[src/rtl/score_counter_multi.sv]
// Multi-channel score counter: synchronised button edges drive per-channel bounded up/down counts
// with BCD digits and limit flags.
module score_counter_multi #(
  parameter int unsigned NUM_CH  = 2,
  parameter int unsigned MAX_VAL = 99,
  parameter int unsigned CNT_BW  = 7,
  parameter bit          WRAP    = 1'b0
) (
  input  logic                     clk_i,
  input  logic                     rst_i,
  input  logic [NUM_CH-1:0]        up_i,
  input  logic [NUM_CH-1:0]        down_i,
  input  logic                     clear_i,
  output logic [NUM_CH*CNT_BW-1:0] cnt_o,
  output logic [NUM_CH*4-1:0]      tens_o,
  output logic [NUM_CH*4-1:0]      ones_o,
  output logic [NUM_CH-1:0]        at_max_o,
  output logic [NUM_CH-1:0]        at_min_o,
  output logic [NUM_CH-1:0]        changed_o
);

  localparam logic [CNT_BW-1:0] MaxCnt = CNT_BW'(MAX_VAL);
  localparam logic [CNT_BW-1:0] OneCnt = CNT_BW'(1);
  localparam logic [CNT_BW-1:0] TenCnt = CNT_BW'(10);

  // Assertion is immediate through the async set; release follows two clock edges.
  logic [1:0] rst_sync_q;
  logic       rst_int;

  always_ff @(posedge clk_i or posedge rst_i) begin
    if (rst_i) begin
      rst_sync_q <= 2'b11;
    end else begin
      rst_sync_q <= {rst_sync_q[0], 1'b0};
    end
  end

  assign rst_int = rst_sync_q[1];

  logic [NUM_CH-1:0] up_s1_q, up_s2_q, up_prev_q;
  logic [NUM_CH-1:0] dn_s1_q, dn_s2_q, dn_prev_q;
  logic [NUM_CH-1:0] up_ev, dn_ev;
  logic [NUM_CH-1:0][CNT_BW-1:0] cnt_q, cnt_d;
  logic [NUM_CH-1:0] changed_q, changed_d;

  assign up_ev = up_s2_q & ~up_prev_q;
  assign dn_ev = dn_s2_q & ~dn_prev_q;

  always_comb begin
    cnt_d     = cnt_q;
    changed_d = '0;
    for (int c = 0; c < int'(NUM_CH); c++) begin
      if (clear_i || (cnt_q[c] > MaxCnt)) begin
        cnt_d[c] = '0;
      end else if (up_ev[c] && !dn_ev[c]) begin
        if (cnt_q[c] == MaxCnt) begin
          cnt_d[c] = WRAP ? '0 : MaxCnt;
        end else begin
          cnt_d[c] = cnt_q[c] + OneCnt;
        end
      end else if (dn_ev[c] && !up_ev[c]) begin
        if (cnt_q[c] == '0) begin
          cnt_d[c] = WRAP ? MaxCnt : '0;
        end else begin
          cnt_d[c] = cnt_q[c] - OneCnt;
        end
      end
      changed_d[c] = (cnt_d[c] != cnt_q[c]);
    end
  end

  always_ff @(posedge clk_i or posedge rst_int) begin
    if (rst_int) begin
      up_s1_q   <= '0;
      up_s2_q   <= '0;
      up_prev_q <= '0;
      dn_s1_q   <= '0;
      dn_s2_q   <= '0;
      dn_prev_q <= '0;
      cnt_q     <= '0;
      changed_q <= '0;
    end else begin
      up_s1_q   <= up_i;
      up_s2_q   <= up_s1_q;
      up_prev_q <= up_s2_q;
      dn_s1_q   <= down_i;
      dn_s2_q   <= dn_s1_q;
      dn_prev_q <= dn_s2_q;
      cnt_q     <= cnt_d;
      changed_q <= changed_d;
    end
  end

  assign cnt_o     = cnt_q;
  assign changed_o = changed_q;

  always_comb begin
    tens_o   = '0;
    ones_o   = '0;
    at_max_o = '0;
    at_min_o = '0;
    for (int c = 0; c < int'(NUM_CH); c++) begin
      tens_o[c*4 +: 4] = 4'(cnt_q[c] / TenCnt);
      ones_o[c*4 +: 4] = 4'(cnt_q[c] % TenCnt);
      at_max_o[c]      = (cnt_q[c] == MaxCnt);
      at_min_o[c]      = (cnt_q[c] == '0);
    end
  end

endmodule

[config.mk]
export PLATFORM = sky130hd
export DESIGN_NAME = score_counter_multi
export DESIGN_NICKNAME = d
export VERILOG_FILES = /design/src/rtl/score_counter_multi.sv
export SDC_FILE = /design/constraint.sdc
export NUM_CORES = 1
export LEC_CHECK = 0
export CAP_MARGIN = 20
export CORE_UTILIZATION = 59
export DETAILED_ROUTE_END_ITERATION = 7
export PLACE_DENSITY = 0.9
export SLEW_MARGIN = 25
export SYNTH_ARGS = -nofsm -noshare
export SYNTH_HDL_FRONTEND = slang
export SYNTH_SLANG_ARGS = --single-unit
[constraint.sdc]
create_clock -name clk_i -period 3.6 [get_ports clk_i]
set_input_delay 0.54 -clock clk_i [delete_from_list [all_inputs] [get_ports clk_i]]
set_output_delay 0.54 -clock clk_i [all_outputs]
set_load 0.05 [all_outputs]
==> impl_table.tex, run 1 <==
\begin{tabular}{lr}
\hline
Metric & Value \\
\hline
\multicolumn{2}{l}{\textbf{Global route}} \\
\quad Wire length of the first global-routing pass & approximately 11 mm \\
\quad Number of global-route vias before repair & between 2000 and 2500 \\
\quad Global-route total usage across every layer & slightly below 30\% \\
\quad Antenna violations before repair & 0 \\
\quad Total overflow reported by the global router & 0 \\
\quad Largest net degree at the start of global routing & 29 \\
\multicolumn{2}{l}{\textbf{Drt}} \\
\quad Total length of routed wires & 6.59 mm \\
\quad Count of nets left with antenna violations after detail routing & 0 \\
\quad Detailed Routing Iterations Pass 1 & 5 \\
\quad Total number of vias & between 2000 and 3000 \\
\quad 1st-iter DRT viols & roughly 220 \\
\quad Number of DRC violations after detailed routing & 0 \\
\quad Drt via density & 6.31 \\
\quad Detail-routed net length per standard cell & about 16 µm \\
\multicolumn{2}{l}{\textbf{Clock network}} \\
\quad Clock-pin slew on the worst setup and hold paths & 0.07 ns \\
\quad Clock latency at the later pin of the worst-skew pair & approximately 0.29 ns \\
\quad CTS tree & done \\
\quad Longest Clk Path Bufs & 2 \\
\quad CTS Root Buffer Type & sky130\_fd\_sc\_hd\_\_clkbuf\_8 \\
\quad CTS buffer count & 5 \\
\quad H-tree level count & 2 \\
\quad Post-CTS setup buffers & 0 \\
\quad Clock net sink count & 30 \\
\multicolumn{2}{l}{\textbf{STA}} \\
\quad Min Tclk post-route & roughly 3.3 ns \\
\quad Final critical-path share of the clock period & between 90\% and 100\% \\
\quad Final setup violation count & 0 \\
\quad Setup repair after global routing missed its margin & no \\
\quad Fmax & between 0.3 and 0.4 GHz \\
\quad Worst Max-Slew Pin Slew & 0.593 ns \\
\quad Remaining max-slew budget at the tightest pin & between 60\% and 70\% \\
\quad Final clock skew & roughly 0.0073 ns \\
\quad Final count of hold timing violations & 0 \\
\quad Count of final max-slew check failures & 0 \\
\quad Fin worst setup slack & approximately 0.28 ns \\
\quad Setup Total Neg Slack & 0 ns \\
\multicolumn{2}{l}{\textbf{Run status}} \\
\quad Status & finished clean \\
\multicolumn{2}{l}{\textbf{Cells and area}} \\
\quad Filler instances & 334 \\
\quad Area grow syn2layout & 20.9\% \\
\quad Flip-flop and latch area & 753 µm² \\
\quad Diode insertion count for antenna repair & 0 \\
\quad Share of final-layout standard cells stronger than drive strength 1 & approximately 11\% \\
\quad Area used by multi-input combinational logic & 0.00172 mm² \\
\quad Layout net count & roughly 390 \\
\multicolumn{2}{l}{\textbf{Setup path}} \\
\quad Kind of critical path & flip-flop to output port \\
\quad Length in cells of the worst reg-to-reg path & 7 \\
\quad Crit Reg-Reg Endpoint & changed\_o[0]\$\_DFF\_PP0\_ \\
\quad Startpoint of the worst-slack reg-to-reg timing path & cnt\_o[2]\$\_DFF\_PP0\_ \\
\quad Critical path peak fanout & 15 \\
\quad Worst Path Required & between 3 and 4 ns \\
\quad Worst setup slack for register-to-register paths & roughly 1.2 ns \\
\quad Nature of the critical path endpoint & output port \\
\quad WP data arrival & 2.78 ns \\
\quad Kind of launch point of the worst setup path & flip-flop \\
\multicolumn{2}{l}{\textbf{Floorplan}} \\
\quad Die Outline Area & $\sim$0.0048 mm² \\
\quad Site Rows & 24 \\
\quad Starting density of the core & 61.1\% \\
\quad Area of the core region & $\sim$0.0044 mm² \\
\quad IO Count & between 40 and 50 \\
\quad Die X-Extent & between 60 and 70 µm \\
\quad Die height & a little under 70 µm \\
\multicolumn{2}{l}{\textbf{Placed design}} \\
\quad Half-perimeter wire length after placement & about 4.8 mm \\
\quad Worst Setup Slack post-DPL & $\sim$0.47 ns \\
\quad Count of port buffers added during placement & 42 \\
\quad Final Wtd Congestion & around 1.1 \\
\multicolumn{2}{l}{\textbf{Yosys}} \\
\quad Syn Std Cell Area & 0.00266 mm² \\
\quad Mean instance size in the synthesized netlist & 7.94 µm² \\
\quad Warning count from the yosys run & 0 \\
\quad Post-synth EDFFs & 0 \\
\quad Number of distinct library cells after synthesis & 67 \\
\quad Async SR Flop Fraction & 100\% \\
\quad Net count after synthesis & about 350 \\
\quad Total of flip-flops plus latches after synthesis & 30 \\
\quad Synthesized instance count & between 300 and 400 \\
\quad Sequential area share after synthesis & between 20\% and 30\% \\
\quad Leading register cell type out of synthesis & sky130\_fd\_sc\_hd\_\_dfrtp\_1 \\
\multicolumn{2}{l}{\textbf{Worst hold path}} \\
\quad Min-delay worst type & flip-flop to async pin \\
\multicolumn{2}{l}{\textbf{Run}} \\
\quad MaxCap Viol Count & 0 \\
\hline
\end{tabular}
## critical path: stages, from the launching register on
cell and delay [ns]:
sky130_fd_sc_hd__dfrtp_1 0.54, sky130_fd_sc_hd__nor2_2 0.34, sky130_fd_sc_hd__nand2_1 0.13, sky130_fd_sc_hd__a21oi_1 0.19, sky130_fd_sc_hd__nor2_1 0.09, sky130_fd_sc_hd__ha_1 0.23
sky130_fd_sc_hd__mux2i_1 0.15, sky130_fd_sc_hd__clkdlybuf4s50_1 0.81
## area by class of cell
cell class                      count  share of cell area (%)
Clock buffer                        6                    2.26
Clock inverter                      2                    1.17
Inverter                           15                    1.75
Multi-Input combinational cell    264                    53.6
Sequential cell                    30                    23.4
Tap cell                           52                    2.02
Timing Repair Buffer               52                    15.8
## Yosys cell counts (3+ instances only)
cell type,instances,share of area (%)
sky130_fd_sc_hd__xor2_1,3,0.99
sky130_fd_sc_hd__ha_1,10,4.7
sky130_fd_sc_hd__or3_1,4,0.94
sky130_fd_sc_hd__nor3b_1,3,0.85
sky130_fd_sc_hd__nand3_1,13,2.4
sky130_fd_sc_hd__a21o_1,4,1.1
sky130_fd_sc_hd__and2_1,4,0.94
sky130_fd_sc_hd__nand3b_1,4,1.1
sky130_fd_sc_hd__and4_1,3,0.99
sky130_fd_sc_hd__nor2_1,39,5.5
sky130_fd_sc_hd__buf_2,15,2.8
sky130_fd_sc_hd__nand4_1,6,1.4
sky130_fd_sc_hd__dfrtp_1,28,26
sky130_fd_sc_hd__o22ai_1,4,0.94
sky130_fd_sc_hd__clkbuf_1,6,0.85
sky130_fd_sc_hd__nor2b_1,9,2.1
sky130_fd_sc_hd__nand2_1,23,3.2
sky130_fd_sc_hd__o31a_1,4,1.3
sky130_fd_sc_hd__o31ai_1,4,1.1
sky130_fd_sc_hd__nor3_1,8,1.5
sky130_fd_sc_hd__inv_1,14,2.0
sky130_fd_sc_hd__a211oi_1,10,2.8
sky130_fd_sc_hd__o21ai_0,17,3.2
sky130_fd_sc_hd__a21oi_1,17,3.2
sky130_fd_sc_hd__nand2b_1,10,2.4
sky130_fd_sc_hd__o21ai_1,4,0.75
sky130_fd_sc_hd__mux2i_1,3,1.1
sky130_fd_sc_hd__o21a_1,3,0.85
sky130_fd_sc_hd__a31oi_1,4,0.94
sky130_fd_sc_hd__xnor2_1,10,3.3
sky130_fd_sc_hd__buf_4,3,0.85
## state kept, by name, indices dropped and copies added, names as in the netlist
signal      cells
cnt_o          14
rst_sync_q      2
changed_o       2
dn_s1_q         2
up_prev_q       2
up_s1_q         2
dn_prev_q       2
up_s2_q         2
dn_s2_q         2
## worst max path at each step
stage                       startpoint         to  cells after the start
floorplan           cnt_o[2]$_DFF_PP0_  ones_o[1]                      8
global placement    cnt_o[5]$_DFF_PP0_  tens_o[0]                      8
detailed placement  cnt_o[5]$_DFF_PP0_  tens_o[0]                      8
CTS                 cnt_o[5]$_DFF_PP0_  tens_o[0]                      8
global route        cnt_o[5]$_DFF_PP0_  ones_o[3]                      7
finish              cnt_o[5]$_DFF_PP0_  ones_o[3]                      7
## layer usage
| metal | global-route usage, % | routed length [µm] | share of wire, % |
|---|---|---|---|
| met1 | 39.0 | 2890 | 44 |
| met2 | 45.7 | 3100 | 47 |
| met3 | 5.99 | 519 | 7.9 |
| met4 | 10.2 | 87 | 1.3 |
| met5 | 0 | 0 | 0 |
## cell usage in the layout (no fill, tap or decap), types with 10 or more instances in the layout
cell and instances:
sky130_fd_sc_hd__nand2_1 23, sky130_fd_sc_hd__nand3_1 13, sky130_fd_sc_hd__nand2b_1 10, sky130_fd_sc_hd__dfrtp_1 28, sky130_fd_sc_hd__a21oi_1 17, sky130_fd_sc_hd__clkdlybuf4s50_1 35, sky130_fd_sc_hd__a211oi_1 10, sky130_fd_sc_hd__ha_1 10
sky130_fd_sc_hd__inv_1 13, sky130_fd_sc_hd__nor2_1 39, sky130_fd_sc_hd__o21ai_0 17, sky130_fd_sc_hd__buf_4 14
## kinds of logic (layout without fill, tap and decap cells)
kind of cell             after synthesis  count (layout)  share of synthesized area [%]
AND/OR/NAND/NOR                      140             140                           28.5
AO/OA/AOI/OAI                         95              95                           25.0
buffers and inverters                 41              75                           7.19
flip-flops                            30              30                           28.3
XOR/XNOR                              13              13                           4.28
adder cells (fa/ha/maj)               11              11                           5.08
multiplexers                           4               4                           1.55
other                                  1               1                          0.141
## metrics by stage
| stage | utilization [%] | instance area [µm²] | hold WS (ns) | std cells |
|---|---|---|---|---|
| detailed placement | 71.3 | 3100 | 0.338 | 413 |
| global placement | 71.3 | 3100 | 0.334 | 413 |
| global route | 73.9 | 3220 | 0.355 | 421 |
| CTS | 73.8 | 3210 | 0.347 | 421 |
| floorplan | - | 2670 | 0.331 | 335 |
| finish | 73.9 | 3220 | 0.305 | 421 |
## what timing repair did
action | 4_1_cts | 5_1_grt
gates resized for setup | 0 | 1
setup endpoints to repair | 0 | 1
hold buffers | 0 | 0
Power of run 1 is not shown: default switching activity piles up to over one toggle a cycle in this logic, so the estimate is an artifact.
==> run 2: changes to the inputs <==
Settings changed: CORE_UTILIZATION 59 to 49, PLACE_DENSITY 0.9 to 0.8, SLEW_MARGIN 25 to default.
Clock period 3.6 ns to 2.8 ns, I/O delays scaled along.
==> impl_table.tex, run 2 (synthesized netlist as in run 1, its figures left out) <==
\begin{tabular}{lr}
\hline
Metric & Value \\
\hline
\multicolumn{2}{l}{\textbf{Setup path}} \\
\quad Longest individual stage delay on the worst path & 0.41 ns \\
\quad Crit Reg-Reg Endpoint & changed\_o[0]\$\_DFF\_PP0\_ \\
\quad Most prevalent standard cell on the critical path & sky130\_fd\_sc\_hd\_\_buf\_4 \\
\quad Start point of the critical path & cnt\_o[10]\$\_DFF\_PP0\_ \\
\quad Cell with the biggest individual delay on the critical path & sky130\_fd\_sc\_hd\_\_dfrtp\_2 \\
\quad Worst Path Required & approximately 2.4 ns \\
\quad Critical Path, Cell by Cell & or3b\_4 > a32oi\_4 > nand3\_2 > buf\_4 > buf\_4 > buf\_4 > a31oi\_4 > o21ai\_4 > xnor2\_4 > buf\_12 \\
\quad Kind of launch point of the worst setup path & flip-flop \\
\quad Startpoint of the worst-slack reg-to-reg timing path & cnt\_o[0]\$\_DFF\_PP0\_ \\
\quad Nature of the critical path endpoint & output port \\
\quad Worst setup slack for register-to-register paths & 0.41 ns \\
\quad Kind of critical path & flip-flop to output port \\
\quad Delay-heaviest family, CP & buffers and inverters \\
\quad Critical path depth in cells & 10 \\
\quad Critical path peak fanout & 3 \\
\quad Count of buffer and inverter cells on the critical path & 4 \\
\quad Length in cells of the worst reg-to-reg path & 8 \\
\quad WP data arrival & about 2.5 ns \\
\quad Worst setup endpoint & ones\_o[5] \\
\multicolumn{2}{l}{\textbf{Worst hold path}} \\
\quad Min-delay worst type & flip-flop to async pin \\
\multicolumn{2}{l}{\textbf{STA}} \\
\quad Setup repair after global routing missed its margin & yes \\
\quad Final clock skew & around 0.0055 ns \\
\quad Fmax & approximately 0.35 GHz \\
\quad Count of final max-slew check failures & 0 \\
\quad Final count of hold timing violations & 0 \\
\quad Final setup violation count & 4 \\
\quad Worst Max-Slew Pin Slew & around 0.62 ns \\
\quad Setup Total Neg Slack & -0.225 ns \\
\quad Remaining max-slew budget at the tightest pin & between 50\% and 60\% \\
\quad Final critical-path share of the clock period & 102\% \\
\quad Min Tclk post-route & between 2 and 3 ns \\
\quad Fin worst setup slack & -0.0660 ns \\
\multicolumn{2}{l}{\textbf{Floorplan}} \\
\quad IO Count & 43 \\
\quad Die Outline Area & 0.00573 mm² \\
\quad Starting density of the core & 51.5\% \\
\quad Site Rows & 26 \\
\quad Die X-Extent & 75.7 µm \\
\quad Area of the core region & about 0.0052 mm² \\
\quad Die height & about 76 µm \\
\multicolumn{2}{l}{\textbf{Global route}} \\
\quad Antenna violations before repair & 0 \\
\quad Largest net degree at the start of global routing & 29 \\
\quad Global-route total usage across every layer & about 25\% \\
\quad Total overflow reported by the global router & 0 \\
\quad Wire length of the first global-routing pass & 10.9 mm \\
\quad Number of global-route vias before repair & roughly 2300 \\
\multicolumn{2}{l}{\textbf{Placed design}} \\
\quad Half-perimeter wire length after placement & 4.84 mm \\
\quad Count of port buffers added during placement & between 40 and 50 \\
\quad Worst Setup Slack post-DPL & between 0.06 and 0.07 ns \\
\quad Final Wtd Congestion & $\sim$0.93 \\
\multicolumn{2}{l}{\textbf{Cells and area}} \\
\quad Share of final-layout standard cells stronger than drive strength 1 & a little under a quarter \\
\quad Commonest non-fill, non-tap cell in the layout & sky130\_fd\_sc\_hd\_\_nor2\_1 \\
\quad Area used by multi-input combinational logic & approximately 0.0019 mm² \\
\quad Layout net count & around 400 \\
\quad Area grow syn2layout & 35.5\% \\
\quad Flip-flop and latch area & between 700 and 800 µm² \\
\quad Filler instances & $\sim$390 \\
\quad Diode insertion count for antenna repair & 0 \\
\quad Number of flip-flops under the largest register name & 14 \\
\quad Leading cell types in the layout, fill and taps excluded & sky130\_fd\_sc\_hd\_\_nor2\_1 (37), sky130\_fd\_sc\_hd\_\_clkdlybuf4s50\_1 (29), sky130\_fd\_sc\_hd\_\_buf\_4 (28) \\
\quad Final core utilization & 69.7\% \\
\multicolumn{2}{l}{\textbf{Drt}} \\
\quad Count of nets left with antenna violations after detail routing & 0 \\
\quad Drt via density & about 5.8 \\
\quad Detail-routed net length per standard cell & 15.2 µm \\
\quad Number of DRC violations after detailed routing & 0 \\
\quad 1st-iter DRT viols & 177 \\
\quad Total length of routed wires & just under 7 mm \\
\quad Total number of vias & roughly 2700 \\
\quad Detailed Routing Iterations Pass 1 & 5 \\
\multicolumn{2}{l}{\textbf{Clock network}} \\
\quad CTS buffer count & 5 \\
\quad Hold buffer count at cts & 0 \\
\quad Clock latency at the later pin of the worst-skew pair & about 0.29 ns \\
\quad H-tree level count & 2 \\
\quad CTS Root Buffer Type & sky130\_fd\_sc\_hd\_\_clkbuf\_8 \\
\quad Longest Clk Path Bufs & 2 \\
\quad CTS tree & done \\
\quad Clock-pin slew on the worst setup and hold paths & roughly 0.070 ns \\
\quad Clock net sink count & 30 \\
\multicolumn{2}{l}{\textbf{Run status}} \\
\quad Status & finished, violations left \\
\quad Failing checks & negative setup slack \\
\multicolumn{2}{l}{\textbf{Run}} \\
\quad MaxCap Viol Count & 0 \\
\hline
\end{tabular}
-- run 2: cell count changes in the layout (fill, tap and decap cells not counted), moves of 3 or more --
cell,delta
sky130_fd_sc_hd__buf_12,+7
sky130_fd_sc_hd__buf_4,+14
sky130_fd_sc_hd__clkdlybuf4s50_1,-6
sky130_fd_sc_hd__dfrtp_1,-7
sky130_fd_sc_hd__dfrtp_2,+6
sky130_fd_sc_hd__o22ai_1,-3
-- run 2: repair_timing --
action	in CTS	in global routing
gates resized for setup	12	7
buffers inserted	7	3
setup endpoints to repair	5	6
pin swaps	9	12
-- run 2: cell type report --
class / instances / share of cell area, %
multi-input combinational: 264 / 51.9
sequential: 30 / 21.2
timing repair buffer: 69 / 20.3
tap: 70 / 2.43
clock buffer: 6 / 2.29
inverter: 15 / 1.63
clock inverter: 2 / 0.347
-- run 2: worst min-delay path by stage --
stage / start / end / slack, ns / depth (start not counted)
after floorplan: rst_i / rst_sync_q[0]$_DFF_PP1_ / 0.33 / 1
after global placement: dn_s1_q[0]$_DFF_PP0_ / dn_s2_q[0]$_DFF_PP0_ / 0.33 / 0
after detailed placement: dn_s1_q[0]$_DFF_PP0_ / dn_s2_q[0]$_DFF_PP0_ / 0.34 / 0
after CTS: dn_s1_q[0]$_DFF_PP0_ / dn_s2_q[0]$_DFF_PP0_ / 0.36 / 0
after global routing: rst_sync_q[1]$_DFF_PP1_ / dn_s2_q[0]$_DFF_PP0_ / 0.16 / 1
final: rst_sync_q[1]$_DFF_PP1_ / up_s1_q[0]$_DFF_PP0_ / 0.15 / 1
-- run 2: layer usage --
metal / up-vias / GRT usage (%) / wire [µm]
met5: - / 0 / 0
met4: 0 / 7.82 / 121
met3: 14 / 4.76 / 369
met2: 99 / 41.4 / 3340
met1: 1240 / 34.5 / 3100
li1: 1309 / - / -
-- run 2: per-stage QoR --
stage / instance area, µm² / hold slack [ns] / std cells
3_3_place_gp: 3330 / 0.334 / 437
5_1_grt: 3610 / 0.165 / 456
3_5_place_dp: 3330 / 0.343 / 437
6_report: 3610 / 0.150 / 456
2_1_floorplan: 2760 / 0.331 / 335
4_1_cts: 3530 / 0.357 / 452
Power of run 2 is left out for the same reason.
